===== src/rtl/mips_mc_pkg.sv =====
// rtl/mips_mc_pkg.sv - shared encodings for the multicycle MIPS core
// Purpose: opcode/funct constants, FSM state enum and the 3-bit ALU control
// encoding used by multicycle_mips_core and its register file.
// Ports: none (package).
package mips_mc_pkg;

  localparam logic [5:0] OP_RTYPE = 6'h00;
  localparam logic [5:0] OP_J     = 6'h02;
  localparam logic [5:0] OP_BEQ   = 6'h04;
  localparam logic [5:0] OP_ADDI  = 6'h08;
  localparam logic [5:0] OP_LW    = 6'h23;
  localparam logic [5:0] OP_SW    = 6'h2B;

  localparam logic [5:0] FN_ADD = 6'h20;
  localparam logic [5:0] FN_SUB = 6'h22;
  localparam logic [5:0] FN_AND = 6'h24;
  localparam logic [5:0] FN_OR  = 6'h25;
  localparam logic [5:0] FN_SLT = 6'h2A;

  typedef enum logic [3:0] {
    S_FETCH, S_DECODE, S_MEMADR, S_MEMRD, S_WB_MEM, S_MEMWR,
    S_EXEC_R, S_WB_R, S_EXEC_I, S_WB_I, S_BRANCH, S_JUMP, S_HALT
  } state_t;

  typedef enum logic [2:0] {
    ALU_AND = 3'b000,
    ALU_OR  = 3'b001,
    ALU_ADD = 3'b010,
    ALU_SUB = 3'b110,
    ALU_SLT = 3'b111
  } alu_ctl_t;

  function automatic logic funct_ok(input logic [5:0] f);
    return (f == FN_ADD) || (f == FN_SUB) || (f == FN_AND) ||
           (f == FN_OR)  || (f == FN_SLT);
  endfunction

  function automatic alu_ctl_t funct_alu(input logic [5:0] f);
    case (f)
      FN_SUB:  return ALU_SUB;
      FN_AND:  return ALU_AND;
      FN_OR:   return ALU_OR;
      FN_SLT:  return ALU_SLT;
      default: return ALU_ADD;
    endcase
  endfunction

endpackage


===== src/rtl/mips_mc_regfile.sv =====
// rtl/mips_mc_regfile.sv - 32x32 register file with debug read port
// Purpose: two asynchronous read ports, one debug read port, one synchronous
// write port; register 0 always reads 0 and ignores writes.
// Ports: clk, areset (async active-low), ra1/ra2 -> rd1/rd2 read ports,
// we/wa/wd write port, dbg_sel -> dbg_data debug read.
module mips_mc_regfile (
  input  logic        clk,
  input  logic        areset,
  input  logic [4:0]  ra1,
  input  logic [4:0]  ra2,
  output logic [31:0] rd1,
  output logic [31:0] rd2,
  input  logic        we,
  input  logic [4:0]  wa,
  input  logic [31:0] wd,
  input  logic [4:0]  dbg_sel,
  output logic [31:0] dbg_data
);

  logic [31:0] regs [32];

  always_ff @(posedge clk or negedge areset) begin
    if (!areset) begin
      for (int i = 0; i < 32; i++) regs[i] <= '0;
    end else if (we && (wa != 5'd0)) begin
      regs[wa] <= wd;
    end
  end

  assign rd1      = (ra1 == 5'd0)     ? 32'd0 : regs[ra1];
  assign rd2      = (ra2 == 5'd0)     ? 32'd0 : regs[ra2];
  assign dbg_data = (dbg_sel == 5'd0) ? 32'd0 : regs[dbg_sel];

endmodule


===== src/rtl/multicycle_mips_core.sv =====
// rtl/multicycle_mips_core.sv - multicycle MIPS core with shared ALU and memory port
// Purpose: one FSM sequences fetch/decode/execute/memory/writeback over a single
// unified req/ready memory port and one ALU. Optional macro ILLEGAL_TRAP_EN adds
// output illegal and halts on unsupported encodings (otherwise they are NOPs).
// Ports: clk, areset (async active-low); mem_req/mem_we/mem_addr/mem_wdata out,
// mem_rdata/mem_ready in; pc, instr_retired out; dbg_reg_sel in, dbg_reg_data out;
// illegal out (ILLEGAL_TRAP_EN only).
module multicycle_mips_core
  import mips_mc_pkg::*;
#(
  parameter int ADDR_W   = 8,
  parameter int RESET_PC = 0
) (
  input  logic              clk,
  input  logic              areset,
  output logic              mem_req,
  output logic              mem_we,
  output logic [ADDR_W-1:0] mem_addr,
  output logic [31:0]       mem_wdata,
  input  logic [31:0]       mem_rdata,
  input  logic              mem_ready,
  output logic [ADDR_W+1:0] pc,
`ifdef ILLEGAL_TRAP_EN
  output logic              illegal,
`endif
  output logic              instr_retired,
  input  logic [4:0]        dbg_reg_sel,
  output logic [31:0]       dbg_reg_data
);

  localparam int PC_W = ADDR_W + 2;
  localparam logic [PC_W-1:0] PC_RST = PC_W'(RESET_PC);

  state_t          state, state_nx;
  logic [PC_W-1:0] pc_q;
  logic [31:0]     ir, a_q, b_q, alu_out, mdr, br_tgt;
  logic [31:0]     rd1, rd2, imm_sx, pc_ext, jmp_tgt;
  logic [31:0]     alu_a, alu_b, alu_y;
  alu_ctl_t        alu_ctl;
  logic            req, we, retire, rf_we;
  logic [4:0]      rf_wa;
  logic [31:0]     rf_wd;

  wire [5:0] op = ir[31:26];
  wire [4:0] rs = ir[25:21];
  wire [4:0] rt = ir[20:16];
  wire [4:0] rd = ir[15:11];

  assign imm_sx  = {{16{ir[15]}}, ir[15:0]};
  assign pc_ext  = 32'(pc_q);
  assign jmp_tgt = {pc_ext[31:28], ir[25:0], 2'b00};

  mips_mc_regfile u_rf (
    .clk(clk), .areset(areset),
    .ra1(rs), .ra2(rt), .rd1(rd1), .rd2(rd2),
    .we(rf_we), .wa(rf_wa), .wd(rf_wd),
    .dbg_sel(dbg_reg_sel), .dbg_data(dbg_reg_data)
  );

  // Single shared ALU; operand selection is done by the FSM below.
  always_comb begin
    case (alu_ctl)
      ALU_AND: alu_y = alu_a & alu_b;
      ALU_OR:  alu_y = alu_a | alu_b;
      ALU_SUB: alu_y = alu_a - alu_b;
      ALU_SLT: alu_y = {31'd0, $signed(alu_a) < $signed(alu_b)};
      default: alu_y = alu_a + alu_b;
    endcase
  end

  // Request is decoded from state alone so mem_ready never feeds back into it.
  assign req = (state == S_FETCH) || (state == S_MEMRD) || (state == S_MEMWR);
  assign we  = (state == S_MEMWR);

  always_ff @(posedge clk or negedge areset) begin
    if (!areset) state <= S_FETCH;
    else         state <= state_nx;
  end

  always_comb begin
    state_nx = state;
    alu_a    = pc_ext;
    alu_b    = 32'd4;
    alu_ctl  = ALU_ADD;
    retire   = 1'b0;
    rf_we    = 1'b0;
    rf_wa    = rt;
    rf_wd    = alu_out;
    case (state)
      S_FETCH:  if (mem_ready) state_nx = S_DECODE;
      S_DECODE: begin
        alu_b = {imm_sx[29:0], 2'b00};
        if (op == OP_RTYPE && funct_ok(ir[5:0])) state_nx = S_EXEC_R;
        else if (op == OP_LW || op == OP_SW)     state_nx = S_MEMADR;
        else if (op == OP_ADDI)                  state_nx = S_EXEC_I;
        else if (op == OP_BEQ)                   state_nx = S_BRANCH;
        else if (op == OP_J)                     state_nx = S_JUMP;
        else begin
`ifdef ILLEGAL_TRAP_EN
          state_nx = S_HALT;
`else
          state_nx = S_FETCH;
          retire   = 1'b1;
`endif
        end
      end
      S_MEMADR: begin
        alu_a    = a_q;
        alu_b    = imm_sx;
        state_nx = (op == OP_LW) ? S_MEMRD : S_MEMWR;
      end
      S_MEMRD:  if (mem_ready) state_nx = S_WB_MEM;
      S_WB_MEM: begin
        rf_we = 1'b1; rf_wd = mdr; retire = 1'b1; state_nx = S_FETCH;
      end
      S_MEMWR: if (mem_ready) begin
        retire = 1'b1; state_nx = S_FETCH;
      end
      S_EXEC_R: begin
        alu_a = a_q; alu_b = b_q; alu_ctl = funct_alu(ir[5:0]); state_nx = S_WB_R;
      end
      S_WB_R: begin
        rf_we = 1'b1; rf_wa = rd; retire = 1'b1; state_nx = S_FETCH;
      end
      S_EXEC_I: begin
        alu_a = a_q; alu_b = imm_sx; state_nx = S_WB_I;
      end
      S_WB_I: begin
        rf_we = 1'b1; retire = 1'b1; state_nx = S_FETCH;
      end
      S_BRANCH: begin
        alu_a = a_q; alu_b = b_q; alu_ctl = ALU_SUB; retire = 1'b1; state_nx = S_FETCH;
      end
      S_JUMP: begin
        retire = 1'b1; state_nx = S_FETCH;
      end
      default: state_nx = state;
    endcase
  end

  always_ff @(posedge clk or negedge areset) begin
    if (!areset) begin
      pc_q    <= PC_RST;
      ir      <= '0;
      a_q     <= '0;
      b_q     <= '0;
      alu_out <= '0;
      mdr     <= '0;
      br_tgt  <= '0;
    end else begin
      case (state)
        S_FETCH: if (mem_ready) begin
          ir   <= mem_rdata;
          pc_q <= alu_y[PC_W-1:0];
        end
        S_DECODE: begin
          a_q    <= rd1;
          b_q    <= rd2;
          br_tgt <= alu_y;
        end
        S_MEMADR, S_EXEC_R, S_EXEC_I: alu_out <= alu_y;
        S_MEMRD:  if (mem_ready) mdr <= mem_rdata;
        S_BRANCH: if (alu_y == 32'd0) pc_q <= br_tgt[PC_W-1:0];
        S_JUMP:   pc_q <= jmp_tgt[PC_W-1:0];
        default:  ;
      endcase
    end
  end

  // Outputs are forced to 0 while areset is low so a reset mid-access
  // withdraws the request in the same instant.
  assign mem_req       = areset & req;
  assign mem_we        = mem_req & we;
  assign mem_addr      = !mem_req ? '0 :
                         (state == S_FETCH) ? pc_q[PC_W-1:2] : alu_out[PC_W-1:2];
  assign mem_wdata     = mem_we ? b_q : 32'd0;
  assign instr_retired = areset & retire;
  assign pc            = pc_q;
`ifdef ILLEGAL_TRAP_EN
  assign illegal       = (state == S_HALT);
`endif

endmodule


===== config.mk =====
export PLATFORM = sky130hd
export DESIGN_NAME = multicycle_mips_core
export DESIGN_NICKNAME = d
export VERILOG_FILES = /design/src/rtl/mips_mc_pkg.sv /design/src/rtl/mips_mc_regfile.sv /design/src/rtl/multicycle_mips_core.sv
export SDC_FILE = /design/constraint.sdc
export NUM_CORES = 2
export LEC_CHECK = 0
export CORE_MARGIN = 5
export CORE_UTILIZATION = 25
export DETAILED_ROUTE_END_ITERATION = 7
export SLEW_MARGIN = 5
export SYNTH_ARGS = -nofsm -noshare
export SYNTH_HDL_FRONTEND = slang
export SYNTH_SLANG_ARGS = --single-unit
export TNS_END_PERCENT = 20

===== constraint.sdc =====
create_clock -name clk -period 15.25 [get_ports clk]
set_clock_uncertainty 0.2 [all_clocks]
set_input_delay 2.2875 -clock clk [delete_from_list [all_inputs] [get_ports clk]]
set_output_delay 2.2875 -clock clk [all_outputs]
set_load 0.03 [all_outputs]

Word level (Yosys, flattened, before mapping)
Index checks and enable logic that the tools add are counted.
{"block": "op_classes", "muxes": 46, "n_reduce_logical": 30, "n_eq_ne": 28, "n_bitwise": 9, "n_addsub": 2, "n_lt_le_gt_ge": 6}
{"op": "bitwise mux 1024 bit", "n": 1}
{"op": "binary-select mux 32 bit (select 5 bit)", "n": 3}
{"op": "two-way mux 32 bit", "n": 13}
{"op": "demux 32 bit (select 5 bit)", "n": 1}
{"op": "one-hot mux 32 bit (4 select lines)", "n": 1}
{"op": "one-hot mux 32 bit (3 select lines)", "n": 1}
{"op": "equality test 6 bit (second input constant)", "n": 7}
{"op": "adder 32 bit", "n": 1}
{"op": "AND 32 bit", "n": 1}
{"op": "zero test 32 bit", "n": 1}
{"op": "less-than comparator 32 bit", "n": 1}
{"op": "two-way mux 4 bit", "n": 8}
{"op": "OR 32 bit", "n": 1}
{"op": "one-hot mux 4 bit (8 select lines)", "n": 1}
{"op": "subtractor 32 bit", "n": 1}
{"op": "one-hot mux 10 bit (3 select lines)", "n": 1}
{"op": ">= comparator 6 bit (second input constant)", "n": 4}
{"op": "inverter 5 -> 6 bit", "n": 4}
{"op": "two-way mux 10 bit", "n": 2}
{"op": "equality test 4 x 3 -> 1 bit (second input constant)", "n": 4}
{"op": "equality test 4 bit (second input constant)", "n": 4}
{"op": "two-way mux 8 bit", "n": 2}
{"op": "zero test 5 bit", "n": 3}
{"op": "one-hot mux 3 bit (4 select lines)", "n": 1}
{"op": "30 further kinds", "n": 54}
{"block": "word_totals", "input_bits": 40, "reg_bits": 1208, "wordCells": 161}

Depth between registers and ports, before layout
{"block": "depth", "depth_word": 9, "mapped_depth": 24, "mapped_depth_nobuf": 19}

Cells and area by module
From an unflattened synthesis, not the netlist that was laid out.
{"block": "unflattened", "cells_unflattened": 5968, "hier_area_um2": 76490.9}
{"mod": "mips_mc_regfile", "area_each_um2": 62284.7, "instances": 1, "cells_each": 4209, "seq_area_each_um2": 25624.6}
{"mod": "multicycle_mips_core", "area_each_um2": 14206.1, "instances": 1, "cells_each": 1759, "seq_area_each_um2": 4604.4}

Least setup slack after synthesis
OpenSTA, ideal clock, no wires.
{"block": "synth_path", "path_kind": "input -> output", "startpoint": "input port dbg_reg_sel[0]", "endpoint": "output port dbg_reg_data[1]", "cell_stages": 9, "arrival_ns": 5.591, "t_required_ns": 12.763, "n_path_buf": 5, "slack_ns": 7.172, "path_cell_list": "clkbuf_1 -> buf_1 -> clkbuf_1 -> clkbuf_1 -> buf_1 -> mux2i_1 -> o221ai_1 -> a221oi_1 -> a211oi_1"}
{"block": "synth_between", "elab_chain_cells": 5, "word_cells_on_any_way": 6, "cone_classes": "mux (4); bitwise (1); reduce/logical (1)"}
{"item": "from (decl)", "line": "multicycle_mips_core.sv:27", "rtl": "input logic [4:0] dbg_reg_sel,"}
{"item": "inverter 5 -> 6 bit (implied by the code)", "line": "mips_mc_regfile.sv:32", "rtl": "assign dbg_data = (dbg_sel == 5'd0) ? 32'd0 : regs[dbg_sel];"}
{"item": "binary-select mux 32 bit (select 5 bit)", "line": "mips_mc_regfile.sv:32"}
{"item": "two-way mux 32 bit (implied by the code) (2 in series)", "line": "mips_mc_regfile.sv:32"}
{"item": "two-way mux 32 bit *", "line": "mips_mc_regfile.sv:32"}
{"item": "to (decl)", "line": "multicycle_mips_core.sv:28", "rtl": "output logic [31:0] dbg_reg_data"}
Mark *: on every way between the ends. The rest lies on a longest branch, timed or not. The select of a mux whose other input is x is not followed.

Final worst setup path
{"block": "layout_path", "startpoint": "input port dbg_reg_sel[1]", "endpoint": "output port dbg_reg_data[25]"}
Same word-level chain as after synthesis.

==> results.cfg <==
[detailed_routing]
routed_wl_mm = 282
dr.first_iter.drc_count = 7500
ant_nets = 0
vias_per_cell = 5.65
remaining_drc_errors = 10
first_pass_iters = 8
wire_per_inst_um = 25.9
vias = 61600

[timing]
setup-violations-final = 0
max_freq_mhz = 105
rsz0062_at_grt = no
slew_headroom_pct = 10.6
final.period_utilization_pct = 62.7
setup_tns_ns = 0
maxSlewViolCount = 0
worst-slew-pin-transition_ns = 1.33
hold_viol = 0
min_period_ns = 9.57

[clock_network]
clock_path_buffers = 3
cts_made_buffers = 119
cts_resized = 0
insertion_delay_ns = 0.78
cts_root_buf = clkbuf_16
cts_setup_buffers = 0
htreeDepth = 3
cts_tree = yes
clk_pin_slew_ns = 0.06
holdBufCountCts = 0
cts.sinks = 1208

[cells_and_area]
layout-drive-gt1-share_pct = 19.0
fill_cells = 30300
stdcell_area_sq_um = 83800
layout.nets = 6986
multi_input_area_sq_um = 41200
area_delta_synth_final_pct = 13.1
utilization_pct = 28.3
seqCellArea_sq_um = 30300

[critical_path]
ff2ff_setup_slack_ns = 7.32
crit_path_end_kind = output pin
rr_endpoint = pc[3]$_DFFE_PN0P_
crit_type = input pin to output pin
critPathLaunchType = input pin
reg2reg_from = state[1]$_DFFE_PN0P_
worstRegToRegCells = 19
cp_max_fo = 45
worstPathArrival_ns = 7.08
critPathRequiredTime_ns = 12.76

[placement]
hpwl_mm = 172
gp_congestion = 0.918
numPortBuffers = 124
place_area_sq_um = 79400

[grt]
gr-usage-all-layers_pct = 17.7
grt_pass1_vias = 60400
overflow = 0
grt_max_degree = 173
antenna_found_initial = 19
grt_pass1_wl_mm = 415

[pwr]
power_mw = 16.2
power.leakage_nw = 34.9
power_density_nw_per_um2 = 194
vdd_ir_drop_max_v = 0.000150

[synthesis]
syn_inst = 7174
ys_seq_area_share_pct = 40.8
avgSynthCellArea_sq_um = 10.3
synth_flop_cell = dfrtp_1
syn_nets = 7312
syn-cell-area_sq_um = 74100
async_flop_share_pct = 100
ys_warn_count = 0
ys_ff_latch = 1208
synth_cell_types = 88
synth_edf_count = 0

[hold_path]
holdPathEnd = u_rf.regs[1001]$_DFFE_PN0P_
min_path_cells = 0
hold_class = flip-flop to flip-flop
hold_start = u_rf.regs[1001]$_DFFE_PN0P_

[floorplanning]
coreArea_sq_um = 296000
rows = 200
die_x_um = 554
initial_core_util_pct = 25.0
io_pins = 125
fp.dieH_um = 554
die_area_sq_um = 307000

[outcome]
status = finished, violations left
failed_checks = DRC

[flow_run]
cap_violations = 0
layer usage:
layer	GRT usage, %	wire length [um]	vias to the layer above	part of all wire [%]
met5	0	91	-	0.032
met4	8.83	15500	14	5.5
met3	4.02	29100	787	10
met2	28.2	129000	3752	46
met1	22.6	109000	31100	38
li1	-	-	25900	-
registers in the layout, indices dropped and copies added, names as in the netlist:
signal     count
state          4
br_tgt        10
b_q           32
ir            32
mdr           32
pc            10
a_q           32
u_rf.regs   1024
alu_out       32
how the worst max path moves through the flow:
stage | startpoint | endpoint | slack (ns) | cells after the start
4_1_cts | dbg_reg_sel[0] | dbg_reg_data[18] | 5.83 | 8
5_1_grt | dbg_reg_sel[0] | dbg_reg_data[25] | 5.70 | 9
3_3_place_gp | dbg_reg_sel[0] | dbg_reg_data[18] | 5.83 | 8
3_5_place_dp | dbg_reg_sel[0] | dbg_reg_data[18] | 5.84 | 8
2_1_floorplan | dbg_reg_sel[0] | dbg_reg_data[1] | 7.17 | 9
6_report | dbg_reg_sel[1] | dbg_reg_data[25] | 5.68 | 9
cell usage in the layout (no fill, tap or decap), types with 125 or more instances in the layout:
cell type | Yosys | layout
a21oi_1 | 1172 | 1172
buf_4 | 1 | 158
dfrtp_1 | 1208 | 1198
mux2_2 | 219 | 219
mux2i_1 | 426 | 394
mux4_2 | 601 | 601
nand2_1 | 311 | 307
nor2_1 | 1122 | 1092
o21ai_0 | 312 | 312
o22ai_1 | 125 | 125
layout make-up:
| class | count | area share [%] |
|---|---|---|
| Inverter | 105 | 0.470 |
| Antenna cell | 8 | 0.0239 |
| Multi-Input combinational cell | 5126 | 49.2 |
| Clock inverter | 75 | 1.27 |
| Sequential cell | 1208 | 36.1 |
| Clock buffer | 152 | 3.94 |
| Timing Repair Buffer | 288 | 3.10 |
| Tap cell | 3939 | 5.88 |
cells by family (layout without fill, tap and decap cells):
logic type / count (synthesis) / count (layout) / synth area share [%]
fa+ha+maj: 98 / 98 / 1.67
compound gates: 2049 / 2049 / 16.1
xor+xnor: 15 / 15 / 0.177
other cells: 0 / 8 / 0
mux: 1246 / 1246 / 27.3
flops: 1208 / 1208 / 40.8
simple gates: 1718 / 1718 / 9.63
buf+inv: 840 / 620 / 4.30
metrics by stage:
stage	worst slack [ns]	hold WS, ns	std cells
2_1_floorplan	7.17	0.242	7174
3_3_place_gp	5.83	0.202	10700
3_5_place_dp	5.84	0.209	10700
4_1_cts	5.83	0.225	10900
5_1_grt	5.70	0.236	10900
6_report	5.68	0.228	10900
worst max-delay path: stages:
cell and delay (ns):
buf_8 0.36, buf_4 0.57, or3_4 0.45, buf_4 0.71, nor3_2 0.06, buf_4 0.42
a211oi_1 1.14, buf_4 0.25, clkdlybuf4s50_1 0.67
where the power goes:
part | switching (mW) | leakage (nW) | internal, mW
logic | 4.83 | 16.3 | 2.99
clock network | 1.41 | 2.13 | 1.90
registers | 1.09 | 16.5 | 3.99
cells in the mapped netlist, types with 102 or more instances:
cell type / n / area, sq um
mux2_2: 219 / 2470
mux4_2: 601 / 13500
o22ai_1: 125 / 782
nand2_1: 311 / 1170
nor2_1: 1122 / 4210
mux2i_1: 426 / 4260
a21oi_1: 1172 / 5870
o221ai_1: 116 / 1020
clkbuf_1: 615 / 2310
buf_1: 102 / 383
inv_1: 105 / 394
dfrtp_1: 1208 / 30200
o21ai_0: 312 / 1560
Note: power is estimated with default switching activity, not from simulation.
